--- config.mk ---
export PLATFORM = sky130hd
export DESIGN_NAME = mc_control_unit
export DESIGN_NICKNAME = d
export VERILOG_FILES = /design/src/rtl/mc_cpu_pkg.sv /design/src/rtl/mc_ctrl_decode.sv /design/src/rtl/mc_control_unit.sv
export SDC_FILE = /design/constraint.sdc
export NUM_CORES = 1
export LEC_CHECK = 0
export BUFFER_PORTS_ARGS = -buffer_cell sky130_fd_sc_hd__buf_2
export CORE_AREA = 2 2 39 41
export DETAILED_ROUTE_END_ITERATION = 6
export DIE_AREA = 0 0 41 43
export PLACE_DENSITY = 0.8
export SLEW_MARGIN = 20
export SYNTH_ARGS = -nofsm -noshare
export SYNTH_HDL_FRONTEND = slang
export SYNTH_SLANG_ARGS = --single-unit
--- constraint.sdc ---
create_clock -name clk -period 2.75 [get_ports clk]
set_clock_uncertainty 0.1 [all_clocks]
set_input_delay 0.1375 -clock clk [delete_from_list [all_inputs] [get_ports clk]]
set_output_delay 0.1375 -clock clk [all_outputs]
set_load 0.02 [all_outputs]
--- src/rtl/mc_cpu_pkg.sv ---
// Shared encodings for the MC-CPU control path.
// These are the opcode values, FSM state codes, ALU/PCSrc/RegOut select codes
// and the instruction classes produced by mc_ctrl_decode.
package mc_cpu_pkg;

  localparam int OPW    = 6;
  localparam int STW    = 3;
  localparam int ALUOPW = 3;

  // Opcodes (IR[31:26])
  localparam logic [OPW-1:0] OP_ADD  = 6'b000000;
  localparam logic [OPW-1:0] OP_SUB  = 6'b000001;
  localparam logic [OPW-1:0] OP_ADDI = 6'b000010;
  localparam logic [OPW-1:0] OP_OR   = 6'b010000;
  localparam logic [OPW-1:0] OP_AND  = 6'b010001;
  localparam logic [OPW-1:0] OP_ORI  = 6'b010010;
  localparam logic [OPW-1:0] OP_SW   = 6'b110000;
  localparam logic [OPW-1:0] OP_LW   = 6'b110001;
  localparam logic [OPW-1:0] OP_BEQ  = 6'b110100;
  localparam logic [OPW-1:0] OP_J    = 6'b111000;
  localparam logic [OPW-1:0] OP_JR   = 6'b111001;
  localparam logic [OPW-1:0] OP_JAL  = 6'b111010;
  localparam logic [OPW-1:0] OP_HALT = 6'b111111;

  // FSM states; HALT is a separate flag, not a state
  typedef enum logic [STW-1:0] {
    S_IF     = 3'b000,
    S_ID     = 3'b001,
    S_EXE_LS = 3'b010,
    S_MEM    = 3'b011,
    S_WB_LD  = 3'b100,
    S_EXE_BR = 3'b101,
    S_EXE_AL = 3'b110,
    S_WB_AL  = 3'b111
  } state_t;

  // ALU operation select
  localparam logic [ALUOPW-1:0] ALU_ADD = 3'b000;
  localparam logic [ALUOPW-1:0] ALU_SUB = 3'b001;
  localparam logic [ALUOPW-1:0] ALU_OR  = 3'b011;
  localparam logic [ALUOPW-1:0] ALU_AND = 3'b100;

  // Next-PC source
  localparam logic [1:0] PCS_SEQ = 2'b00;
  localparam logic [1:0] PCS_BR  = 2'b01;
  localparam logic [1:0] PCS_RS  = 2'b10;
  localparam logic [1:0] PCS_JMP = 2'b11;

  // Destination register select
  localparam logic [1:0] RO_RA = 2'b00;
  localparam logic [1:0] RO_RT = 2'b01;
  localparam logic [1:0] RO_RD = 2'b10;

  // Instruction classes
  localparam logic [2:0] CL_ALU  = 3'd0;
  localparam logic [2:0] CL_IMM  = 3'd1;
  localparam logic [2:0] CL_LS   = 3'd2;
  localparam logic [2:0] CL_BR   = 3'd3;
  localparam logic [2:0] CL_JMP  = 3'd4;
  localparam logic [2:0] CL_HALT = 3'd5;
  localparam logic [2:0] CL_ILL  = 3'd6;

endpackage

--- src/rtl/mc_ctrl_decode.sv ---
// Combinational opcode decoder: maps the opcode to an instruction class plus
// the per-opcode details the FSM needs (ALU op, sign-extend, store, jump source, link).
module mc_ctrl_decode
  import mc_cpu_pkg::*;
(
  input  logic [OPW-1:0]    i_opcode,
  output logic [2:0]        o_cls,
  output logic [ALUOPW-1:0] o_aluop,
  output logic              o_sign_ext,
  output logic              o_store,
  output logic [1:0]        o_jmp_src,
  output logic              o_link
);

  // Opcode lookup; anything not listed decodes as illegal
  always_comb begin
    o_cls      = CL_ILL;
    o_aluop    = ALU_ADD;
    o_sign_ext = 1'b0;
    o_store    = 1'b0;
    o_jmp_src  = PCS_SEQ;
    o_link     = 1'b0;
    case (i_opcode)
      OP_ADD:  o_cls = CL_ALU;
      OP_SUB:  begin o_cls = CL_ALU; o_aluop = ALU_SUB; end
      OP_ADDI: begin o_cls = CL_IMM; o_sign_ext = 1'b1; end
      OP_OR:   begin o_cls = CL_ALU; o_aluop = ALU_OR;  end
      OP_AND:  begin o_cls = CL_ALU; o_aluop = ALU_AND; end
      OP_ORI:  begin o_cls = CL_IMM; o_aluop = ALU_OR;  end
      OP_SW:   begin o_cls = CL_LS;  o_store = 1'b1; end
      OP_LW:   o_cls = CL_LS;
      OP_BEQ:  o_cls = CL_BR;
      OP_J:    begin o_cls = CL_JMP; o_jmp_src = PCS_JMP; end
      OP_JR:   begin o_cls = CL_JMP; o_jmp_src = PCS_RS;  end
      OP_JAL:  begin o_cls = CL_JMP; o_jmp_src = PCS_JMP; o_link = 1'b1; end
      OP_HALT: o_cls = CL_HALT;
      default: o_cls = CL_ILL;
    endcase
  end

endmodule

--- src/rtl/mc_control_unit.sv ---
// Multi-cycle control FSM for the MC-CPU datapath.
// Optional feature: define MEM_WAIT_EN to add the mem_ready port and stall in MEM
// until the data memory reports completion.
module mc_control_unit
  import mc_cpu_pkg::*;
(
  input  logic              clk,
  input  logic              reset,
  input  logic [OPW-1:0]    opcode,
  input  logic              zero,
`ifdef MEM_WAIT_EN
  input  logic              mem_ready,
`endif
  output logic              PCWre,
  output logic              IRWre,
  output logic              RegWre,
  output logic              ALUSrcB,
  output logic [ALUOPW-1:0] ALUOp,
  output logic              ALUM2Reg,
  output logic [1:0]        RegOut,
  output logic              DataMemRW,
  output logic [1:0]        PCSrc,
  output logic              ExtSel,
  output logic              InsMemRW,
  output logic              WrRegData,
  output logic [STW-1:0]    state,
  output logic [STW-1:0]    next_state,
  output logic              halted
);

  state_t              r_state;
  state_t              w_next;
  logic                r_halted;
  logic                w_halt_go;
  logic                w_mem_done;

  logic [2:0]          w_cls;
  logic [ALUOPW-1:0]   w_dec_aluop;
  logic                w_sign_ext;
  logic                w_store;
  logic [1:0]          w_jmp_src;
  logic                w_link;

  logic                w_pcwre, w_irwre, w_regwre, w_alusrcb, w_alum2reg;
  logic                w_datamemrw, w_extsel, w_wrregdata;
  logic [ALUOPW-1:0]   w_aluop;
  logic [1:0]          w_regout, w_pcsrc;

  mc_ctrl_decode u_decode (
    .i_opcode   (opcode),
    .o_cls      (w_cls),
    .o_aluop    (w_dec_aluop),
    .o_sign_ext (w_sign_ext),
    .o_store    (w_store),
    .o_jmp_src  (w_jmp_src),
    .o_link     (w_link)
  );

`ifdef MEM_WAIT_EN
  assign w_mem_done = mem_ready;
`else
  assign w_mem_done = 1'b1;
`endif

  assign w_halt_go = (r_state == S_ID) && !r_halted && (w_cls == CL_HALT);

  // State and halt-flag registers; halt is sticky until reset
  always_ff @(posedge clk) begin
    if (!reset) begin
      r_state  <= S_IF;
      r_halted <= 1'b0;
    end else begin
      r_state  <= w_next;
      r_halted <= r_halted | w_halt_go;
    end
  end

  // Next-state and raw strobe decode from state, opcode class and zero
  always_comb begin
    w_next      = r_state;
    w_pcwre     = 1'b0;
    w_irwre     = 1'b0;
    w_regwre    = 1'b0;
    w_alusrcb   = 1'b0;
    w_aluop     = ALU_ADD;
    w_alum2reg  = 1'b0;
    w_regout    = RO_RA;
    w_datamemrw = 1'b0;
    w_pcsrc     = PCS_SEQ;
    w_extsel    = 1'b0;
    w_wrregdata = 1'b0;
    case (r_state)
      S_IF: begin
        w_irwre = 1'b1;
        w_next  = S_ID;
      end
      S_ID: begin
        // While halted the FSM parks in ID with every strobe idle
        if (!r_halted) begin
          case (w_cls)
            CL_JMP: begin
              w_next  = S_IF;
              w_pcwre = 1'b1;
              w_pcsrc = w_jmp_src;
              if (w_link) begin
                w_regwre    = 1'b1;
                w_regout    = RO_RA;
                w_wrregdata = 1'b0;
              end
            end
            CL_ILL: begin
              w_next  = S_IF;
              w_pcwre = 1'b1;
              w_pcsrc = PCS_SEQ;
            end
            CL_HALT: w_next = S_ID;
            CL_BR:   w_next = S_EXE_BR;
            CL_LS:   w_next = S_EXE_LS;
            default: w_next = S_EXE_AL;
          endcase
        end
      end
      S_EXE_AL: begin
        w_next    = S_WB_AL;
        w_aluop   = w_dec_aluop;
        w_alusrcb = (w_cls == CL_IMM);
        w_extsel  = w_sign_ext;
      end
      S_WB_AL: begin
        // ALUOp stays as in EXE so the result being written back is stable
        w_next      = S_IF;
        w_aluop     = w_dec_aluop;
        w_regwre    = 1'b1;
        w_wrregdata = 1'b1;
        w_regout    = (w_cls == CL_ALU) ? RO_RD : RO_RT;
        w_pcwre     = 1'b1;
      end
      S_EXE_BR: begin
        w_next  = S_IF;
        w_aluop = ALU_SUB;
        w_pcwre = 1'b1;
        w_pcsrc = zero ? PCS_BR : PCS_SEQ;
      end
      S_EXE_LS: begin
        w_next    = S_MEM;
        w_aluop   = ALU_ADD;
        w_alusrcb = 1'b1;
        w_extsel  = 1'b1;
      end
      S_MEM: begin
        // The memory strobe is held across a stall, but the PC only
        // advances on the cycle the access completes
        w_aluop     = ALU_ADD;
        w_datamemrw = w_store;
        w_pcwre     = w_store & w_mem_done;
        if (w_mem_done) w_next = w_store ? S_IF : S_WB_LD;
      end
      S_WB_LD: begin
        w_next      = S_IF;
        w_aluop     = ALU_ADD;
        w_regwre    = 1'b1;
        w_wrregdata = 1'b1;
        w_alum2reg  = 1'b1;
        w_regout    = RO_RT;
        w_pcwre     = 1'b1;
      end
      default: w_next = S_IF;
    endcase
  end

  // Reset forces every output low so no partial writeback can escape
  assign PCWre      = reset & w_pcwre;
  assign IRWre      = reset & w_irwre;
  assign RegWre     = reset & w_regwre;
  assign DataMemRW  = reset & w_datamemrw;
  assign ALUSrcB    = reset & w_alusrcb;
  assign ALUM2Reg   = reset & w_alum2reg;
  assign ExtSel     = reset & w_extsel;
  assign WrRegData  = reset & w_wrregdata;
  assign InsMemRW   = reset;
  assign ALUOp      = reset ? w_aluop  : '0;
  assign RegOut     = reset ? w_regout : '0;
  assign PCSrc      = reset ? w_pcsrc  : '0;
  assign state      = reset ? r_state  : '0;
  assign next_state = reset ? w_next   : '0;
  assign halted     = reset & r_halted;

endmodule

==> reports/qor.yml, run 1 <==
timing:
  clock.fmax_mhz: 420.0
  worstMarginPinSlew_ps: 626.9
  drv_slew: 0
  relSlewSlack: 0.5712
  layout_min_cycle_time_ps: 2381
  setup-violations-final: 0
  rsz0062_at_grt: "false"
  finalSetupTns_ps: 0
  hold_viol: 0
  fin_hold_ws_ps: 128.0
  finalCritPeriodShare: 0.8658
detailed_routing:
  drt_wl_total_mm: 1.729
  vias_per_cell: 5.724
  route.vias.total: 767
  route.detailed.drc: 0
  drt_iter0_drc: 17
  dr.pass1.iters: 4
  wl_per_cell_um: 12.90
  final_antenna_net_count: 0
setup_path:
  worstPathMaxFanout: 14
  crit_type: "reg -> out"
  end_kind: "primary output"
  worstPathBufferInverterCount: 1
  arrival_ps: 2140
  path_cells: "or4b_4, nor4_2, a21oi_1, nor3b_1, buf_2"
  required_ps: 2510
  cpPeakStageDelay_ps: 550
  start_kind: "flop"
  crit_family: "simple AND/OR/NAND/NOR gates"
  slowest_stage: "or4b_4"
pwr:
  p_per_area_nw_per_um2: 285.9
  p_total_mw: 0.2146
  ir_drop_mv: 0.1301
  p_leak_nw: 0.3819
layout:
  area_delta_synth_final_pct: 26.32
  fillers: 153
  final_nets: 129
  layout_commonest_cell: "buf_2"
  final_cells: 134
  n_antenna_cell: 0
  final_cell_mix: "buf_2, nand2_1, a21oi_1"
  stdcell_area_um2: 750.7
  drive_gt1_frac: 0.3220
floorplanning:
  design.die.area_um2: 1763
  rows: 14
  ios: 32
  core_um2: 1384
  die_w_um: 41
  initial_utilization: 0.4295
  fp.dieH_um: 43
grt:
  grt-busiest-layer: "met2"
  grtUsageMet1: 0.2540
  grt_max_degree: 15
  grt_pass1_wl_mm: 2.511
  grt_pass1_vias: 616
  met2_usage: 0.3375
  track_usage: 0.1980
  grt-ovfl-total: 0
  grt_antenna_before_repair: 0
  grt_use_met3: 0.01571
clocking:
  clk_pin_slew_ps: 40
  cts_tree: "done"
  cts_resized: 0
  cts-buffers-inserted: 3
  htree_levels: 1
  cts_root_buffer: "clkbuf_4"
  cts_setup_buffers: 0
  hold_buffers: 0
  cts.sinks: 4
  cts_buffer_depth: 2
  clk_latency_ps: 230
synth:
  yosys.area_share.simple: 0.5137
  synthTopCellsByArea: "dfxtp_1, nand2_1, a21oi_1"
  synthArstFlopShare: 0
  avgSynthCellArea_um2: 6.391
  synthAdderAreaFrac: 0
  synth-seq-cells: 4
  synthMuxAreaShare: 0.01684
  synth_cell_types: 35
  synth_nets: 102
  syn_area_um2: 594.3
  synth_top_family_by_area: "simple AND/OR/NAND/NOR gates"
  yosysTopAreaCellShare: 0.1347
  postSynthCellCount: 93
  synthFlopType: "dfxtp_1"
  synthXorXnorAreaFrac: 0.01474
  yosysWarnings: 0
  yosysSeqAreaShare: 0.1347
  synth.largest_area_cell: "dfxtp_1"
  synth-compound-area-share: 0.2126
  synth_edf_count: 0
flow_run:
  max-cap-violations: 0
status:
  outcome: "finished, final reports clean"
placement:
  gp_congestion: 0.8361
  numPlacedInstances: 131
  post_dp_cell_area_um2: 728.2
  io_buffers: 31
  hpwlAfterDp_mm: 1.307
worst_hold_path:
  hold_class: "in -> reg"
## cell type report
type                       count  area [um^2]  share of cell area
clock buffer                   3        22.52             0.03000
tap                           16        20.02             0.02667
sequential                     4        80.08              0.1067
inverter                       6        22.52             0.03000
multi-input combinational     74        450.4              0.6000
timing repair buffer          31        155.1              0.2067
## logic make-up after synthesis
group | after synthesis
buffers and inverters | 15
flip-flops | 4
XOR/XNOR | 1
multiplexers | 1
AND/OR/NAND/NOR | 53
AO/OA/AOI/OAI | 19
## through the flow
stage	worst slack [ps]	util
after floorplan	778.1	-
after global placement	664.3	0.5262
after detailed placement	663.5	0.5262
after CTS	388.4	0.5425
after global routing	249.3	0.5425
final	369.0	0.5425
## flip-flops by register name (all words and copies together) (netlist names)
| signal | cells |
|---|---|
| r_state | 3 |
| r_halted | 1 |
## report_power, final
group / switching (mW) / leakage [nW] / total, mW / internal [mW]
sequential: 0.00750 / 0.0326 / 0.0684 / 0.0609
combinational: 0.0468 / 0.335 / 0.0749 / 0.0281
clock: 0.0226 / 0.0138 / 0.0713 / 0.0487
total: 0.0769 / 0.382 / 0.215 / 0.138
## worst register-to-register path, stage by stage, from the launching register on
cell,delay (ps)
dfxtp_1,540
or4b_4,560
or4_4,450
o22ai_1,150
## path summary, 6_finish.rpt
kind / startpoint / to / slack [ps] / cells past startpoint
setup / recovery: r_state[0]$_DFF_P_ / PCSrc[0] / 370 / 5
hold / removal: reset / r_state[0]$_DFF_P_ / 130 / 3
setup reg to reg: r_state[0]$_DFF_P_ / r_halted$_SDFF_PN0_ / 880 / 3
hold reg to reg: r_halted$_SDFF_PN0_ / r_state[0]$_DFF_P_ / 440 / 2
## layer usage
layer	share of wire	wire length [um]
met1	0.44	764
met2	0.49	848
met3	0.067	116
met4	0	0
met5	0	0
## synthesized netlist by cell type, types with 2 or more instances
library cell / instances
and3_1: 4
or4_1: 2
dfxtp_1: 4
nor2b_1: 2
clkbuf_1: 5
nand2_1: 12
nand2b_1: 4
inv_1: 6
o21ai_0: 2
or2_0: 2
buf_2: 3
nor2_1: 4
nand3_1: 7
nor3b_1: 2
a21oi_1: 8
nor3_1: 5
nor4_1: 3
No activity file was read; power rests on OpenSTA's default activity.
==> run 2: changes to the inputs <==
REMOVE_ABC_BUFFERS = 1   (was default)
SETUP_SLACK_MARGIN = 0.5   (was default)
==> reports/qor.yml, run 2 (synthesis results as in run 1) <==
setup_path:
  required_ps: 2510  # about the same
  worstPathMaxFanout: 12  # -2
  arrival_ps: 1950  # -190 ps
  path_depth: 4  # -1
  cpPeakStageDelay_ps: 550  # about the same
  r2r_cells: 3  # unchanged
  end_kind: "primary output"
  crit_path_start: "r_state[2]$_DFF_P_"
  crit_type: "reg -> out"
  path_cells: "or4b_4, or4_4, o22ai_4, buf_6"
  slowest_stage: "or4b_4"
  crit_family: "simple AND/OR/NAND/NOR gates"
  reg2reg_from: "r_state[2]$_DFF_P_"
  timing.rr.end: "r_halted$_SDFF_PN0_"
  worstPathBufferInverterCount: 1  # unchanged
  start_kind: "flop"
  endpoint: "PCWre"
  worst-r2r-setup-slack_ps: 1050  # +170 ps
flow_run:
  max-cap-violations: 0  # unchanged
detailed_routing:
  drt_wl_total_mm: 1.765  # +2.1%
  dr_wl_met3_um: 117  # +0.86%
  routed.top_layer: "met4"
  route.vias.total: 778  # +1.4%
  wl_met2_um: 874  # +3.1%
  met1_length_um: 761  # -0.39%
  dr.pass1.iters: 4  # unchanged
  route.detailed.drc: 0  # unchanged
  vias_per_cell: 5.679  # -0.79%
  drt_iter0_drc: 23  # +6
  wl_per_cell_um: 12.88  # -0.15%
  final_antenna_net_count: 0  # unchanged
grt:
  track_usage: 0.2110  # +0.01300
  grt_pass1_wl_mm: 2.677  # +6.6%
  grt_max_degree: 15  # unchanged
  grt-ovfl-total: 0  # unchanged
  grt_antenna_before_repair: 0  # unchanged
  grt_pass1_vias: 641  # +4.1%
clocking:
  cts_tree: "done"
  clk_pin_slew_ps: 40  # about the same
  htree_levels: 1  # unchanged
  cts-buffers-inserted: 3  # unchanged
  clk_latency_ps: 240  # about the same
  cts_root_buffer: "clkbuf_4"
  hold_buffers: 0  # unchanged
  cts.sinks: 4  # unchanged
  cts_buffer_depth: 2  # unchanged
timing:
  finalCritPeriodShare: 0.7939  # -0.07188
  rsz0062_at_grt: "false"
  drv_slew: 0  # unchanged
  setup-violations-final: 0  # unchanged
  hold_viol: 0  # unchanged
  clock.fmax_mhz: 458.0  # +9.1%
  relSlewSlack: 0.6197  # +0.04851
  finalSetupTns_ps: 0  # unchanged
  fin_hold_ws_ps: 111.3  # -16.64 ps
  layout_min_cycle_time_ps: 2183  # -197.7 ps
  layout_setup_ws_ps: 566.7  # +197.7 ps
  worstMarginPinSlew_ps: 565.2  # -61.77 ps
floorplanning:
  core_um2: 1384  # unchanged
  rows: 14  # unchanged
  design.die.area_um2: 1763  # unchanged
  initial_utilization: 0.4295  # unchanged
  ios: 32  # unchanged
  die_w_um: 41  # unchanged
  fp.dieH_um: 43  # unchanged
placement:
  numPlacedInstances: 131  # unchanged
  io_buffers: 31  # unchanged
  place_ws_ps: 615.6  # -47.88 ps
  post_dp_cell_area_um2: 728.2  # unchanged
  hpwlAfterDp_mm: 1.268  # -3.0%
  gp_congestion: 0.8158  # -2.4%
layout:
  stdcell_area_um2: 804.5  # +7.2%
  largest_reg_flops: 3  # unchanged
  reg_top3: "r_state (3), r_halted (1)"
  top_register: "r_state"
  layout_commonest_cell: "buf_2"
  final_cells: 137  # +2.2%
  area_delta_synth_final_pct: 35.37
  drive_gt1_frac: 0.3636  # +0.04160
  final_cell_mix: "buf_2, nand2_1, a21oi_1"
  fin_util: 0.5814  # +0.03888
  n_antenna_cell: 0  # unchanged
  final_nets: 132  # +2.3%
status:
  outcome: "finished, final reports clean"
worst_hold_path:
  hold_class: "in -> reg"
pwr:
  p_leak_nw: 0.4036  # +5.7%
  p_total_mw: 0.2263  # +5.5%
  p_per_area_nw_per_um2: 281.3  # -1.6%
  ir_drop_mv: 0.1322  # +1.6%
[run 2: worst min-delay path by stage]
stage,cells past startpoint,startpoint,slack [ps],endpoint
final,3,reset,110,r_state[0]$_DFF_P_
after global routing,3,reset,110,r_state[0]$_DFF_P_
after CTS,3,reset,100,r_state[0]$_DFF_P_
after detailed placement,3,reset,360,r_state[0]$_DFF_P_
after global placement,3,reset,350,r_state[0]$_DFF_P_
after floorplan,0,reset,180,InsMemRW
[run 2: timing repair]
item	4_1_cts	5_1_grt
buffers inserted	0	3
cloned	0	0
gates resized for setup	4	5
endpoints found under the setup margin	4	3
pin swaps	0	1
[run 2: where the power goes]
group	switching, mW	total (mW)	internal (mW)
combinational	0.0557	0.0896	0.0339
sequential	0.00274	0.0632	0.0605
clock	0.0246	0.0735	0.0489
total	0.0831	0.226	0.143
[run 2: final cells by class]
type,count,area [um^2]
fill,140,579.3
multi-input combinational,74,466.7
timing repair buffer,34,183.9
sequential,4,88.84
clock buffer,3,22.52
inverter,6,22.52
tap,16,20.02
[run 2: metal layers]
metal | global-route usage | vias to the layer above
met5 | 0 | -
met4 | 0.06000 | 0
met3 | 0.01571 | 2
met2 | 0.3313 | 31
met1 | 0.2952 | 348
li1 | - | 397
[run 2: tightest hold or removal path, stage by stage]
cell	delay [ps]
buf_2	160
nand2_1	70
a31oi_1	40
==> run 3: changes to the inputs <==
ABC_AREA = 1   (was default)
CORE_AREA = default   (was 2 2 39 41)
CORE_UTILIZATION = 44   (was default)
DIE_AREA = default   (was 0 0 41 43)
PLACE_DENSITY = 0.77   (was 0.8)
clock period = 2.2 ns   (was 2.75 ns; I/O delays follow)
==> reports/qor.yml, run 3 <==
floorplanning:
  ios: 32  # unchanged
  die_w_um: 40.31  # -1.7%
  fp.dieH_um: 40.31  # -6.3%
  core_um2: 1334  # -3.6%
  rows: 13  # -1
  design.die.area_um2: 1624  # -7.9%
  initial_utilization: 0.4841  # +0.05458
synth:
  synthArstFlopShare: 0  # unchanged
  synthAdderAreaFrac: 0  # unchanged
  synthMuxAreaShare: 0  # -0.01684
  synth-seq-cells: 4  # unchanged
  synthTopCellsByCount: "nand2_1, inv_1, nor2_1"
  yosysTopAreaCellShare: 0.1279  # -0.006830
  yosysWarnings: 0  # unchanged
  synthFlopType: "dfxtp_1"
  synthXorXnorAreaFrac: 0  # -0.01474
  synthTopCellsByArea: "nand2_1, dfxtp_1, inv_1"
  synth_cell_types: 26  # -26%
  syn_area_um2: 645.6  # +8.6%
  synth_edf_count: 0  # unchanged
  yosysSeqAreaShare: 0.1240  # -0.01071
  avgSynthCellArea_um2: 5.471  # -14%
  synth_top_family_by_area: "simple AND/OR/NAND/NOR gates"
  yosys.area_share.simple: 0.5407  # +0.02701
  synth-compound-area-share: 0.1512  # -0.06147
  postSynthCellCount: 118  # +27%
  synth.largest_area_cell: "nand2_1"
  synth.most_common_cell: "nand2_1"
setup_path:
  path_cells: "nor3_4, nand2_4, nor2_2, nand2_1, a21oi_1, buf_4"
  crit_type: "reg -> out"
  cpPeakStageDelay_ps: 370  # -180 ps
  end_kind: "primary output"
  start_kind: "flop"
  reg2reg_from: "r_state[1]$_DFF_P_"
  arrival_ps: 1460  # -490 ps
  crit_path_start: "r_state[1]$_DFF_P_"
  slowest_stage: "dfxtp_4"
  required_ps: 1990  # -520 ps
  worstPathMaxFanout: 9  # -3
detailed_routing:
  route.vias.total: 835  # +7.3%
  drt_wl_total_mm: 1.858  # +5.3%
  wl_per_cell_um: 11.19  # -13%
  final_antenna_net_count: 0  # unchanged
  drt_iter0_drc: 7  # -70%
  route.detailed.drc: 0  # unchanged
  dr.pass1.iters: 4  # unchanged
  vias_per_cell: 5.030  # -11%
pwr:
  p_total_mw: 0.2974  # +31%
  p_leak_nw: 0.5195  # +29%
  p_per_area_nw_per_um2: 341.5  # +21%
  ir_drop_mv: 0.2753  # +110%
grt:
  track_usage: 0.2537  # +0.04271
  grt-ovfl-total: 0  # unchanged
  grt_pass1_vias: 689  # +7.5%
  grt_pass1_wl_mm: 2.787  # +4.1%
  grt_max_degree: 13  # -2
  grt_antenna_before_repair: 0  # unchanged
clocking:
  cts_root_buffer: "clkbuf_4"
  htree_levels: 1  # unchanged
  clk_latency_ps: 240  # about the same
  cts_tree: "done"
  cts-buffers-inserted: 3  # unchanged
  cts_buffer_depth: 2  # unchanged
  clk_pin_slew_ps: 40  # about the same
  cts.sinks: 4  # unchanged
timing:
  setup-violations-final: 0  # unchanged
  worstMarginPinSlew_ps: 367.6  # -197.5 ps
  hold_viol: 0  # unchanged
  finalCritPeriodShare: 0.7574
  drv_slew: 0  # unchanged
  clock.fmax_mhz: 600.2
  finalSetupTns_ps: 0  # unchanged
  relSlewSlack: 0.7546  # +0.1349
  rsz0062_at_grt: "false"
  layout_min_cycle_time_ps: 1666
layout:
  final_nets: 162  # +23%
  area_delta_synth_final_pct: 34.88
  multiInputGateArea_um2: 459.2  # -1.6%
  largest_reg_flops: 3  # unchanged
  reg_top3: "r_state (3), r_halted (1)"
  fillers: 140  # unchanged
  layout_commonest_cell: "buf_2"
  drive_gt1_frac: 0.4040  # +0.04034
  top_register: "r_state"
  seq_area_um2: 91.34  # +2.8%
  final_cell_mix: "buf_2, nand2_1, inv_1"
  n_antenna_cell: 0  # unchanged
placement:
  io_buffers: 31  # unchanged
  hpwlAfterDp_mm: 1.403  # +11%
  gp_congestion: 0.9089  # +11%
worst_hold_path:
  hp-start: "reset"
  hold_class: "in -> reg"
flow_run:
  max-cap-violations: 0  # unchanged
status:
  outcome: "finished, final reports clean"
[run 3: cell count changes in the layout (fill, tap and decap cells not counted), moves of 6 or more]
cell / before / now
nand2_1: 12 / 22
inv_2: 0 / 6
nor2_1: 4 / 18
inv_1: 6 / 19
[run 3: per-layer routing]
layer / global-route usage / vias up / share of wire / wire (um)
met4: 0 / 0 / 0 / 0
met5: 0 / - / 0 / 0
met2: 0.4315 / 28 / 0.49 / 907
met3: 0.06667 / 0 / 0.066 / 123
met1: 0.3399 / 367 / 0.45 / 827
li1: - / 440 / - / -
[run 3: area by class of cell]
type | instances | share of cell area
Tap cell | 15 | 0.02155
Multi-Input combinational cell | 85 | 0.5273
Timing Repair Buffer | 34 | 0.2126
Clock buffer | 3 | 0.02586
Sequential cell | 4 | 0.1049
Inverter | 25 | 0.1078
[run 3: logic make-up after synthesis]
logic type | count (synthesis)
AND/OR/NAND/NOR | 70
buffers and inverters | 29
AO/OA/AOI/OAI | 15
flip-flops | 4
[run 3: metrics by stage]
step	utilization	hold slack [ps]	cells	setup slack, ps	instance area, um^2
floorplan	-	120.0	114	549.5	620.6
global placement	0.5957	399.8	160	723.5	794.5
detailed placement	0.5957	389.3	160	670.1	794.5
CTS	0.6220	298.0	164	505.6	829.5
global route	0.6529	308.7	166	437.0	870.8
finish	0.6529	294.3	166	533.8	870.8
[run 3: final timing paths]
check,end,slack (ps),cells after the start
setup / recovery,next_state[1],530,6
hold / removal,r_halted$_SDFF_PN0_,290,3
setup reg to reg,r_state[1]$_DFF_P_,960,5
hold reg to reg,r_halted$_SDFF_PN0_,460,2
[run 3: critical path: cells and delay by family, from the launching register on]
| kind | cells | cell delay, ps |
|---|---|---|
| compound gates | 1 | 180 |
| flops | 1 | 370 |
| buf+inv | 1 | 180 |
| simple gates | 4 | 490 |
[run 3: where the power goes]
| group | switching, mW | internal [mW] |
|---|---|---|
| logic | 0.0768 | 0.0414 |
| clock network | 0.0357 | 0.0614 |
| registers | 0.00721 | 0.0748 |
| total | 0.120 | 0.178 |
[run 3: what timing repair did]
item	4_1_cts	5_1_grt
setup buffers	1	2
pin swaps	1	3
gates resized for setup	3	10
setup endpoints to repair	7	12
hold buffers	0	0
gates cloned	0	0
